[config.mk]
export PLATFORM = sky130hd
export DESIGN_NAME = ram_pixel_streamer
export DESIGN_NICKNAME = d
export VERILOG_FILES = /design/src/rtl/ram_pixel_streamer_pkg.sv /design/src/rtl/ram_pixel_streamer_pix_fifo.sv /design/src/rtl/ram_pixel_streamer.sv
export SDC_FILE = /design/constraint.sdc
export NUM_CORES = 1
export LEC_CHECK = 0
export BUFFER_PORTS_ARGS = -buffer_cell sky130_fd_sc_hd__buf_2
export CORE_ASPECT_RATIO = 1.1
export CORE_UTILIZATION = 59
export DETAILED_ROUTE_END_ITERATION = 16
export PLACE_DENSITY = 0.91
export SLEW_MARGIN = 10
export SYNTH_ARGS = -nofsm -noshare
export SYNTH_HDL_FRONTEND = slang
export SYNTH_SLANG_ARGS = --single-unit
[constraint.sdc]
create_clock -name clk -period 6.1 [get_ports clk]
set_input_delay 0.61 -clock clk [delete_from_list [all_inputs] [get_ports clk]]
set_output_delay 0.61 -clock clk [all_outputs]
set_load 0.05 [all_outputs]
[src/rtl/ram_pixel_streamer_pkg.sv]
// Shared image geometry, pixel-beat flag layout and FSM encoding for the
// image RAM reader and the grayscale path.
package ram_pixel_streamer_pkg;

  localparam int DEF_IMG_W      = 512;
  localparam int DEF_IMG_H      = 512;
  localparam int DEF_ADDR_W     = 18;
  localparam int DEF_DATA_W     = 8;
  localparam int DEF_FIFO_DEPTH = 2;

  // Sideband flags travel above the pixel byte inside each buffered entry.
  localparam int FLAG_W  = 3;
  localparam int SOF_BIT = 0;
  localparam int EOL_BIT = 1;
  localparam int EOF_BIT = 2;

  typedef enum logic [1:0] {
    ST_IDLE  = 2'd0,
    ST_RUN   = 2'd1,
    ST_DRAIN = 2'd2,
    ST_DONE  = 2'd3
  } state_e;

endpackage

[src/rtl/ram_pixel_streamer_pix_fifo.sv]
// Small synchronous FIFO; the output is the registered head entry, so a
// beat stays stable until it is popped.
module ram_pixel_streamer_pix_fifo #(
  parameter int WIDTH = 11,
  parameter int DEPTH = 2,
  parameter int OCC_W = $clog2(DEPTH + 1)
) (
  input  logic             clk,
  input  logic             rst_n,
  input  logic             push,
  input  logic [WIDTH-1:0] push_data,
  input  logic             pop,
  output logic [WIDTH-1:0] head,
  output logic [OCC_W-1:0] occ,
  output logic             full,
  output logic             empty
);

  localparam int PTR_W = (DEPTH > 1) ? $clog2(DEPTH) : 1;

  logic [WIDTH-1:0] mem [DEPTH];
  logic [PTR_W-1:0] wr_ptr;
  logic [PTR_W-1:0] rd_ptr;
  logic             do_push;
  logic             do_pop;

  function automatic logic [PTR_W-1:0] ptr_inc(input logic [PTR_W-1:0] p);
    return (p == PTR_W'(DEPTH - 1)) ? '0 : p + PTR_W'(1);
  endfunction

  assign full    = (occ == OCC_W'(DEPTH));
  assign empty   = (occ == '0);
  assign do_pop  = pop && !empty;
  // A push into a full buffer is accepted only when the head leaves this cycle.
  assign do_push = push && (!full || do_pop);
  assign head    = mem[rd_ptr];

  always_ff @(posedge clk or negedge rst_n) begin
    if (!rst_n) begin
      for (int i = 0; i < DEPTH; i++) mem[i] <= '0;
      wr_ptr <= '0;
      rd_ptr <= '0;
      occ    <= '0;
    end else begin
      if (do_push) begin
        mem[wr_ptr] <= push_data;
        wr_ptr      <= ptr_inc(wr_ptr);
      end
      if (do_pop) rd_ptr <= ptr_inc(rd_ptr);
      case ({do_push, do_pop})
        2'b10:   occ <= occ + OCC_W'(1);
        2'b01:   occ <= occ - OCC_W'(1);
        default: occ <= occ;
      endcase
    end
  end

endmodule

[src/rtl/ram_pixel_streamer.sv]
// Raster-order reader of the image RAM: issues reads under a credit limit,
// buffers returning pixels with their frame flags and streams them valid/ready.
module ram_pixel_streamer
  import ram_pixel_streamer_pkg::*;
#(
  parameter int IMG_W      = DEF_IMG_W,
  parameter int IMG_H      = DEF_IMG_H,
  parameter int ADDR_W     = DEF_ADDR_W,
  parameter int DATA_W     = DEF_DATA_W,
  parameter int FIFO_DEPTH = DEF_FIFO_DEPTH
) (
  input  logic              clk,
  input  logic              rst_n,
  input  logic              start,
  output logic              busy,
  output logic              done,
  output logic              ram_ren,
  output logic [ADDR_W-1:0] ram_addr,
  input  logic [DATA_W-1:0] ram_odata,
  output logic              m_valid,
  input  logic              m_ready,
  output logic [DATA_W-1:0] m_data,
  output logic              m_sof,
  output logic              m_eol,
  output logic              m_eof,
  output logic [1:0]        dbg_state
);

  // Handshake: a beat transfers on a cycle where m_valid && m_ready; once
  // m_valid rises, m_data and the flags hold until that transfer happens.

  localparam int COL_W  = $clog2(IMG_W);
  localparam int ROW_W  = $clog2(IMG_H);
  localparam int OCC_W  = $clog2(FIFO_DEPTH + 1);
  localparam int ENTRY_W = DATA_W + FLAG_W;

  state_e state;
  state_e state_nxt;

  logic [COL_W-1:0]   col;
  logic [ROW_W-1:0]   row;
  logic               last_col;
  logic               last_pix;
  logic               issue;
  logic               pop;
  logic               infl;
  logic [FLAG_W-1:0]  infl_flags;
  logic [FLAG_W-1:0]  addr_flags;
  logic [OCC_W:0]     credit_used;

  logic [ENTRY_W-1:0] fifo_head;
  logic [OCC_W-1:0]   fifo_occ;
  logic               fifo_full;
  logic               fifo_empty;

  assign last_col = &col;
  assign last_pix = last_col && (&row);
  assign ram_addr = ADDR_W'({row, col});
  assign dbg_state = state;

  always_comb begin
    addr_flags          = '0;
    addr_flags[SOF_BIT] = (row == '0) && (col == '0);
    addr_flags[EOL_BIT] = last_col;
    addr_flags[EOF_BIT] = last_pix;
  end

  assign m_valid = !fifo_empty;
  assign pop     = m_valid && m_ready;
  assign m_data  = fifo_head[DATA_W-1:0];
  assign m_sof   = fifo_head[DATA_W + SOF_BIT];
  assign m_eol   = fifo_head[DATA_W + EOL_BIT];
  assign m_eof   = fifo_head[DATA_W + EOF_BIT];

  // Entries already held, plus the read landing now, minus the beat leaving now.
  assign credit_used = {1'b0, fifo_occ} + (OCC_W + 1)'(infl) - (OCC_W + 1)'(pop);

  always_ff @(posedge clk or negedge rst_n) begin
    if (!rst_n) state <= ST_IDLE;
    else        state <= state_nxt;
  end

  always_comb begin
    state_nxt = state;
    case (state)
      ST_IDLE:  if (start) state_nxt = ST_RUN;
      ST_RUN:   if (issue && last_pix) state_nxt = ST_DRAIN;
      ST_DRAIN: if (pop && m_eof) state_nxt = ST_DONE;
      ST_DONE:  state_nxt = ST_IDLE;
      default:  state_nxt = ST_IDLE;
    endcase
  end

  always_comb begin
    issue = 1'b0;
    busy  = 1'b0;
    done  = 1'b0;
    case (state)
      ST_RUN: begin
        busy  = 1'b1;
        issue = (credit_used < (OCC_W + 1)'(FIFO_DEPTH));
      end
      ST_DRAIN: busy = 1'b1;
      ST_DONE:  done = 1'b1;
      default: ;
    endcase
  end

  assign ram_ren = issue;

  // The address stays on the last pixel after the final issue; no wrap.
  always_ff @(posedge clk or negedge rst_n) begin
    if (!rst_n) begin
      row <= '0;
      col <= '0;
    end else if (state == ST_IDLE && start) begin
      row <= '0;
      col <= '0;
    end else if (issue && !last_pix) begin
      col <= col + COL_W'(1);
      if (last_col) row <= row + ROW_W'(1);
    end
  end

  always_ff @(posedge clk or negedge rst_n) begin
    if (!rst_n) begin
      infl       <= 1'b0;
      infl_flags <= '0;
    end else begin
      infl <= issue;
      if (issue) infl_flags <= addr_flags;
    end
  end

  ram_pixel_streamer_pix_fifo #(
    .WIDTH (ENTRY_W),
    .DEPTH (FIFO_DEPTH),
    .OCC_W (OCC_W)
  ) u_fifo (
    .clk       (clk),
    .rst_n     (rst_n),
    .push      (infl),
    .push_data ({infl_flags, ram_odata}),
    .pop       (pop),
    .head      (fifo_head),
    .occ       (fifo_occ),
    .full      (fifo_full),
    .empty     (fifo_empty)
  );

  no_overflow: assert property (@(posedge clk) disable iff (!rst_n)
    !(infl && fifo_full && !pop));

endmodule
==> metrics.yaml, run 1 <==
status: "finished clean"
crit_type: "reg -> out"
r2r_slack_ns: 2.70
dieArea_sq_mm: 0.00461
synth_edf_count: 0
hp-class: "in -> async"
synthToLayoutAreaGrowth_pct: 14.3
grt_usage_pct: 24.1
grt_max_degree: 51
path_clk_slew_ns: 0.10
grt_pass1_vias: 1797
die_w_um: 64.8
antenna_left: 0
synth_ff_type: "dfrtp_1"
cp_max_fo: 17
antenna_cells: 0
dp_hpwl_um: 3600
fin_crit_sh_pct: 65.1
cts_max_level: 2
crit_chain: "o21ai_0, inv_1, ha_1, nand2b_1, fa_1, xor2_2, nor2_1, buf_2"
tns_ns: 0
rows: 24
drc_errors: 0
endpoint_kind: "primary output"
power_density_mw_per_mm2: 502
nets: 295
portBuffers: 46
core_sq_mm: 0.00405
syn_area_sq_mm: 0.00256
synth_cells: 223
met1_usage_pct: 29.9
cts_made_buffers: 5
yosys.area.top_type: "dfrtp_1"
seq_area_frac_synth_pct: 48.8
yosys-top-cells-area: "dfrtp_1 (49%), mux2_2 (11%), ha_1 (6.3%)"
grt_first_pass_wirelength_um: 8470
start_util_pct: 63.2
crit_arrival_ns: 3.36
busiest_layer: "met2"
place_congestion: 0.805
drive_above_1_share_pct: 31.9
max_stage_delay_ns: 0.62
cts_resized: 0
drv_cap: 0
worstSetupStartpointType: "flip-flop"
reg2reg_depth: 9
cpLargestDelayFamily: "adder cells"
worst_clock_skew_ns: 0.0112
ys_warn_count: 0
antenna_found_initial: 0
rsz0062_at_grt: "no"
clock_sinks: 50
slew_headroom_pct: 28.7
pin_count: 47
cts_root_buf: "clkbuf_8"
power_frac_comb_pct: 51.0
drv_slew: 0
pwr-share-seq_pct: 35.4
drt_iter0_drc: 100
p_total_mw: 1.47
synthArstFlopShare_pct: 100
fmax_mhz: 252
syn_nets: 249
cpMaxStageDelayCell: "xor2_2"
overflow: 0
hold_viol: 0
use_met2_pct: 41.7
wl_per_cell_um: 15.5
netSwitchingFraction_pct: 48.4
netlist.area_leader.share_pct: 48.8
pwr-share-clk_pct: 13.5
synth_common_cells: "dfrtp_1 (50), mux2_2 (24), nor2_1 (23)"
die_h_um: 71.1
cp.required_ns: 5.49
switchingPower_mw: 0.711
p_int_mw: 0.758
drtPass1Iterations: 4
cts_tree: "yes"
wl_um: 4980
clockBufferDepth: 2
syn_avg_cell_area_sq_um: 11.5
vias: 1814
r2r_end: "dbg_state[1]"
ys_ff_latch: 50
worstSkewPairLatency_ns: 0.31
vdd_drop_max_mv: 0.265
setup_violations: 0
max_slew.worst_pin.slew_ns: 1.07
r2r-start: "u_fifo.occ[0]"
postCtsSetupRepairBufs: 0
holdBufCountCts: 0
crit_buf_inv: 2
use_met3_pct: 5.16
synth_cell_types: 36
p_leak_nw: 1.43
routed_via_density: 5.63
timing.final.crit_period_ns: 3.97
yosysMostFrequentCell: "dfrtp_1"
==> state kept, by name, summed over array words and instances, names as in the netlist <==
signal,count
u_fifo.mem,22
col,9
row,9
infl_flags,3
dbg_state,2
u_fifo.occ,2
infl,1
u_fifo.rd_ptr,1
u_fifo.wr_ptr,1
==> layer usage <==
| metal | part of all wire, % | vias up |
|---|---|---|
| met5 | 0 | - |
| li1 | - | 868 |
| met3 | 4.0 | 6 |
| met2 | 51 | 43 |
| met4 | 1.2 | 0 |
| met1 | 44 | 897 |
==> metrics by stage <==
stage                     worst slack (ns)  utilization [%]  std cells  hold WS, ns  cell area (sq um)
after global routing                  1.92             72.2        322        0.517               2930
final                                 2.13             72.2        322        0.485               2930
after floorplan                       2.77                -        223        0.314               2560
after global placement                2.63             69.9        314        0.464               2840
after CTS                             2.17             72.2        322        0.496               2930
after detailed placement              2.46             69.9        314        0.473               2840
==> cell families (layout without fill, tap and decap cells) <==
logic type,count (synthesis),after routing,share of synthesized area (%)
DFF,50,50,48.8
muxes,38,38,16.5
xor gates and xnor gates,16,16,5.76
adders and majority gates,14,14,7.13
AOI/OAI and AO/OA,18,18,5.03
buffers and inverters,19,66,2.93
and+or+nand+nor,68,68,13.8
==> layout make-up <==
cell class / count / area (sq um)
fill: 302 / 1130
clock inverter: 3 / 23.8
inverter: 12 / 45.0
clock buffer: 5 / 68.8
timing repair buffer: 46 / 230
tap: 52 / 65.1
multi-input combinational: 154 / 1240
sequential: 50 / 1250
==> power by group through the flow <==
stage	clock (mW)	sequential, mW	combinational, mW
after CTS	0.204	0.520	0.756
after detailed placement	0	0.526	0.752
after global placement	0	0.516	0.733
after floorplan	0	0.531	0.594
final	0.199	0.520	0.750
after global routing	0.215	0.534	0.813
==> layout by cell type, fill, tap and decap left out, types with 3 or more instances in the layout <==
| cell | netlist | routed |
|---|---|---|
| inv_1 | 11 | 11 |
| buf_2 | 3 | 46 |
| nand3_1 | 7 | 7 |
| nand2_1 | 13 | 13 |
| xnor2_1 | 15 | 15 |
| mux2_1 | 10 | 10 |
| o21ai_0 | 5 | 5 |
| a21oi_1 | 5 | 5 |
| mux2i_1 | 4 | 4 |
| nand4_1 | 4 | 4 |
| nor2_1 | 23 | 23 |
| nor4_1 | 7 | 7 |
| nor4b_1 | 3 | 3 |
| mux2_2 | 24 | 24 |
| ha_1 | 13 | 13 |
| clkbuf_8 | 0 | 5 |
| dfrtp_1 | 50 | 50 |
==> how the worst max path moves through the flow <==
stage                   from       to  depth (start not counted)
4_1_cts        u_fifo.occ[0]  ram_ren                          8
3_3_place_gp         m_ready  ram_ren                          9
2_1_floorplan  u_fifo.occ[1]  ram_ren                          7
5_1_grt        u_fifo.occ[0]  ram_ren                          8
3_5_place_dp         m_ready  ram_ren                          9
6_report       u_fifo.occ[0]  ram_ren                          8
No activity file was read; power rests on OpenSTA's default activity.
==> inputs of run 2 (changes only) <==
Settings changed: CORE_UTILIZATION 59 to 55, PLACE_DENSITY 0.91 to 0.86.
Clock period 6.1 ns to 3.77 ns, I/O delays scaled along.
==> run 2 against run 1 <==
  * Worst setup slack worse by 1.9 ns
  * Non-clock buffer count unchanged
  * Clock power up 55%
  * Global-route usage down 2.4 points
  * Cell area up 0.38%
  * Via count down 0.61%
  * Combinational power up 64%
  * Power up 62%
  * Critical path type unchanged
  * Largest cell class is now multi-input gates
  * Highest routed layer unchanged
==> metrics.yaml, run 2 (same netlist as run 1, synthesis figures left out) <==
pwr-share-seq_pct: 35.3
die_h_um: 73.6
wl_per_cell_um: 15.0
final_cell_mix: "dfrtp_1 (50), buf_2 (46), mux2_2 (24)"
crit_buf_inv: 2
max_stage_delay_ns: 0.54
routed_via_density: 5.56
clock_sinks: 50
p_int_mw: 1.24
pin_count: 47
endpoint_kind: "primary output"
layout_commonest_cell: "dfrtp_1"
cp.depth: 8
cpMaxStageDelayCell: "fa_1"
rows: 25
grt_first_pass_wirelength_um: 7880
synthToLayoutAreaGrowth_pct: 14.7
postCtsSetupRepairBufs: 0
overflow: 0
dieArea_sq_mm: 0.00494
power_density_mw_per_mm2: 810
rsz0062_at_grt: "no"
core_sq_mm: 0.00438
reg.largest.list: "u_fifo.mem (22), col (9), row (9)"
start_util_pct: 58.5
worstSetupStartpoint: "u_fifo.occ[1]"
status: "finished clean"
cts_tree: "yes"
drt_iter0_drc: 81
wl_um: 4850
holdBufCountCts: 0
path_clk_slew_ns: 0.09
p_leak_nw: 1.43
cp_max_fo: 7
drc_errors: 0
fmax_mhz: 282
largest_reg_flops: 22
crit_type: "reg -> out"
nets: 295
largest_register: "u_fifo.mem"
drv_cap: 0
antenna_cells: 0
reg2reg_depth: 9
vias: 1803
hp-class: "in -> async"
finish.utilization_pct: 67.1
drive_above_1_share_pct: 31.9
cts_made_buffers: 5
hold_viol: 0
cpLargestDelayFamily: "adder cells"
worst_clock_skew_ns: 0.00275
portBuffers: 46
post_dp_cell_area_sq_mm: 0.00284
r2r_end: "col[4]"
endpoint: "ram_ren"
p_total_mw: 2.38
slew_headroom_pct: 28.9
max_slew.worst_pin.slew_ns: 1.07
switchingPower_mw: 1.14
timing.final.crit_period_ns: 3.54
pwr-share-clk_pct: 13.0
cts_root_buf: "clkbuf_8"
crit_arrival_ns: 3.16
dp_hpwl_um: 3460
fin_crit_sh_pct: 93.9
place_congestion: 0.829
r2r_slack_ns: 0.56
grt_max_degree: 51
worstSkewPairLatency_ns: 0.30
tns_ns: 0
drtPass1Iterations: 4
antenna_left: 0
worstSetupStartpointType: "flip-flop"
grt_pass1_vias: 1746
clockBufferDepth: 2
power_frac_comb_pct: 51.8
design_area_sq_mm: 0.00294
antenna_found_initial: 0
drv_slew: 0
setup_violations: 0
grt_usage_pct: 21.6
cts_max_level: 2
hold-worst-slack_ns: 0.267
r2r-start: "u_fifo.occ[1]"
netSwitchingFraction_pct: 48.0
vdd_drop_max_mv: 0.291
die_w_um: 67.1
crit_chain: "o21ai_0, inv_1, ha_1, nand2b_1, fa_1, nand2_1, nor2_1, buf_2"
cp.required_ns: 3.39
[run 2: changes by cell type in the layout (fill, tap and decap cells not counted), sizes merged]
cell,before,now
clkinv,0,2
clkinvlp,2,1
inv,13,12
[run 2: cell type report]
type | instances | area, sq um
well taps | 54 | 67.6
inverters | 12 | 45.0
repair buffers | 46 | 230
flip-flops and latches | 50 | 1250
clock inverters | 3 | 21.3
clock buffers | 5 | 68.8
multi-input cells | 154 | 1250
fillers | 345 | 1440
[run 2: worst reg2reg max path: cells and delay by family, from the launching register on]
kind | cells | cell delay, ns
adder cells (fa/ha/maj) | 2 | 0.85
flip-flops | 1 | 0.50
AND/OR/NAND/NOR | 3 | 0.84
AO/OA/AOI/OAI | 3 | 0.78
buffers and inverters | 1 | 0.14
[run 2: metal layers]
metal / share of wire [%] / global-route usage, % / wire, um / vias up
met3: 5.0 / 5.59 / 242 / 6
met5: 0 / 0 / 0 / -
li1: - / - / - / 868
met2: 48 / 34.8 / 2330 / 55
met1: 46 / 28.2 / 2230 / 874
met4: 0.91 / 7.33 / 44 / 0
[run 2: worst min path at each step]
| stage | endpoint | slack (ns) |
|---|---|---|
| floorplan | col[0] | 0.08 |
| global placement | u_fifo.mem[16] | 0.46 |
| detailed placement | u_fifo.mem[19] | 0.48 |
| CTS | dbg_state[0] | 0.31 |
| global route | u_fifo.mem[15] | 0.30 |
| finish | u_fifo.wr_ptr | 0.27 |
[run 2: power by group through the flow]
stage,Clock (mW),Sequential (mW),Combinational (mW)
CTS,0.317,0.839,1.23
finish,0.308,0.839,1.23
floorplan,0,0.858,0.961
global placement,0,0.835,1.19
global route,0.339,0.864,1.33
detailed placement,0,0.848,1.22
[run 2: stage by stage]
stage          worst slack [ns]  instances
4_1_cts                   0.122        324
6_report                  0.230        324
5_1_grt                  0.0733        324
3_5_place_dp              0.441        316
2_1_floorplan             0.514        223
3_3_place_gp              0.601        316
[run 2: timing repair]
| item | in CTS | in global routing |
|---|---|---|
| resized for setup | 0 | 1 |
| endpoints found under the hold margin | 0 | 0 |
| endpoints found under the setup margin | 0 | 1 |
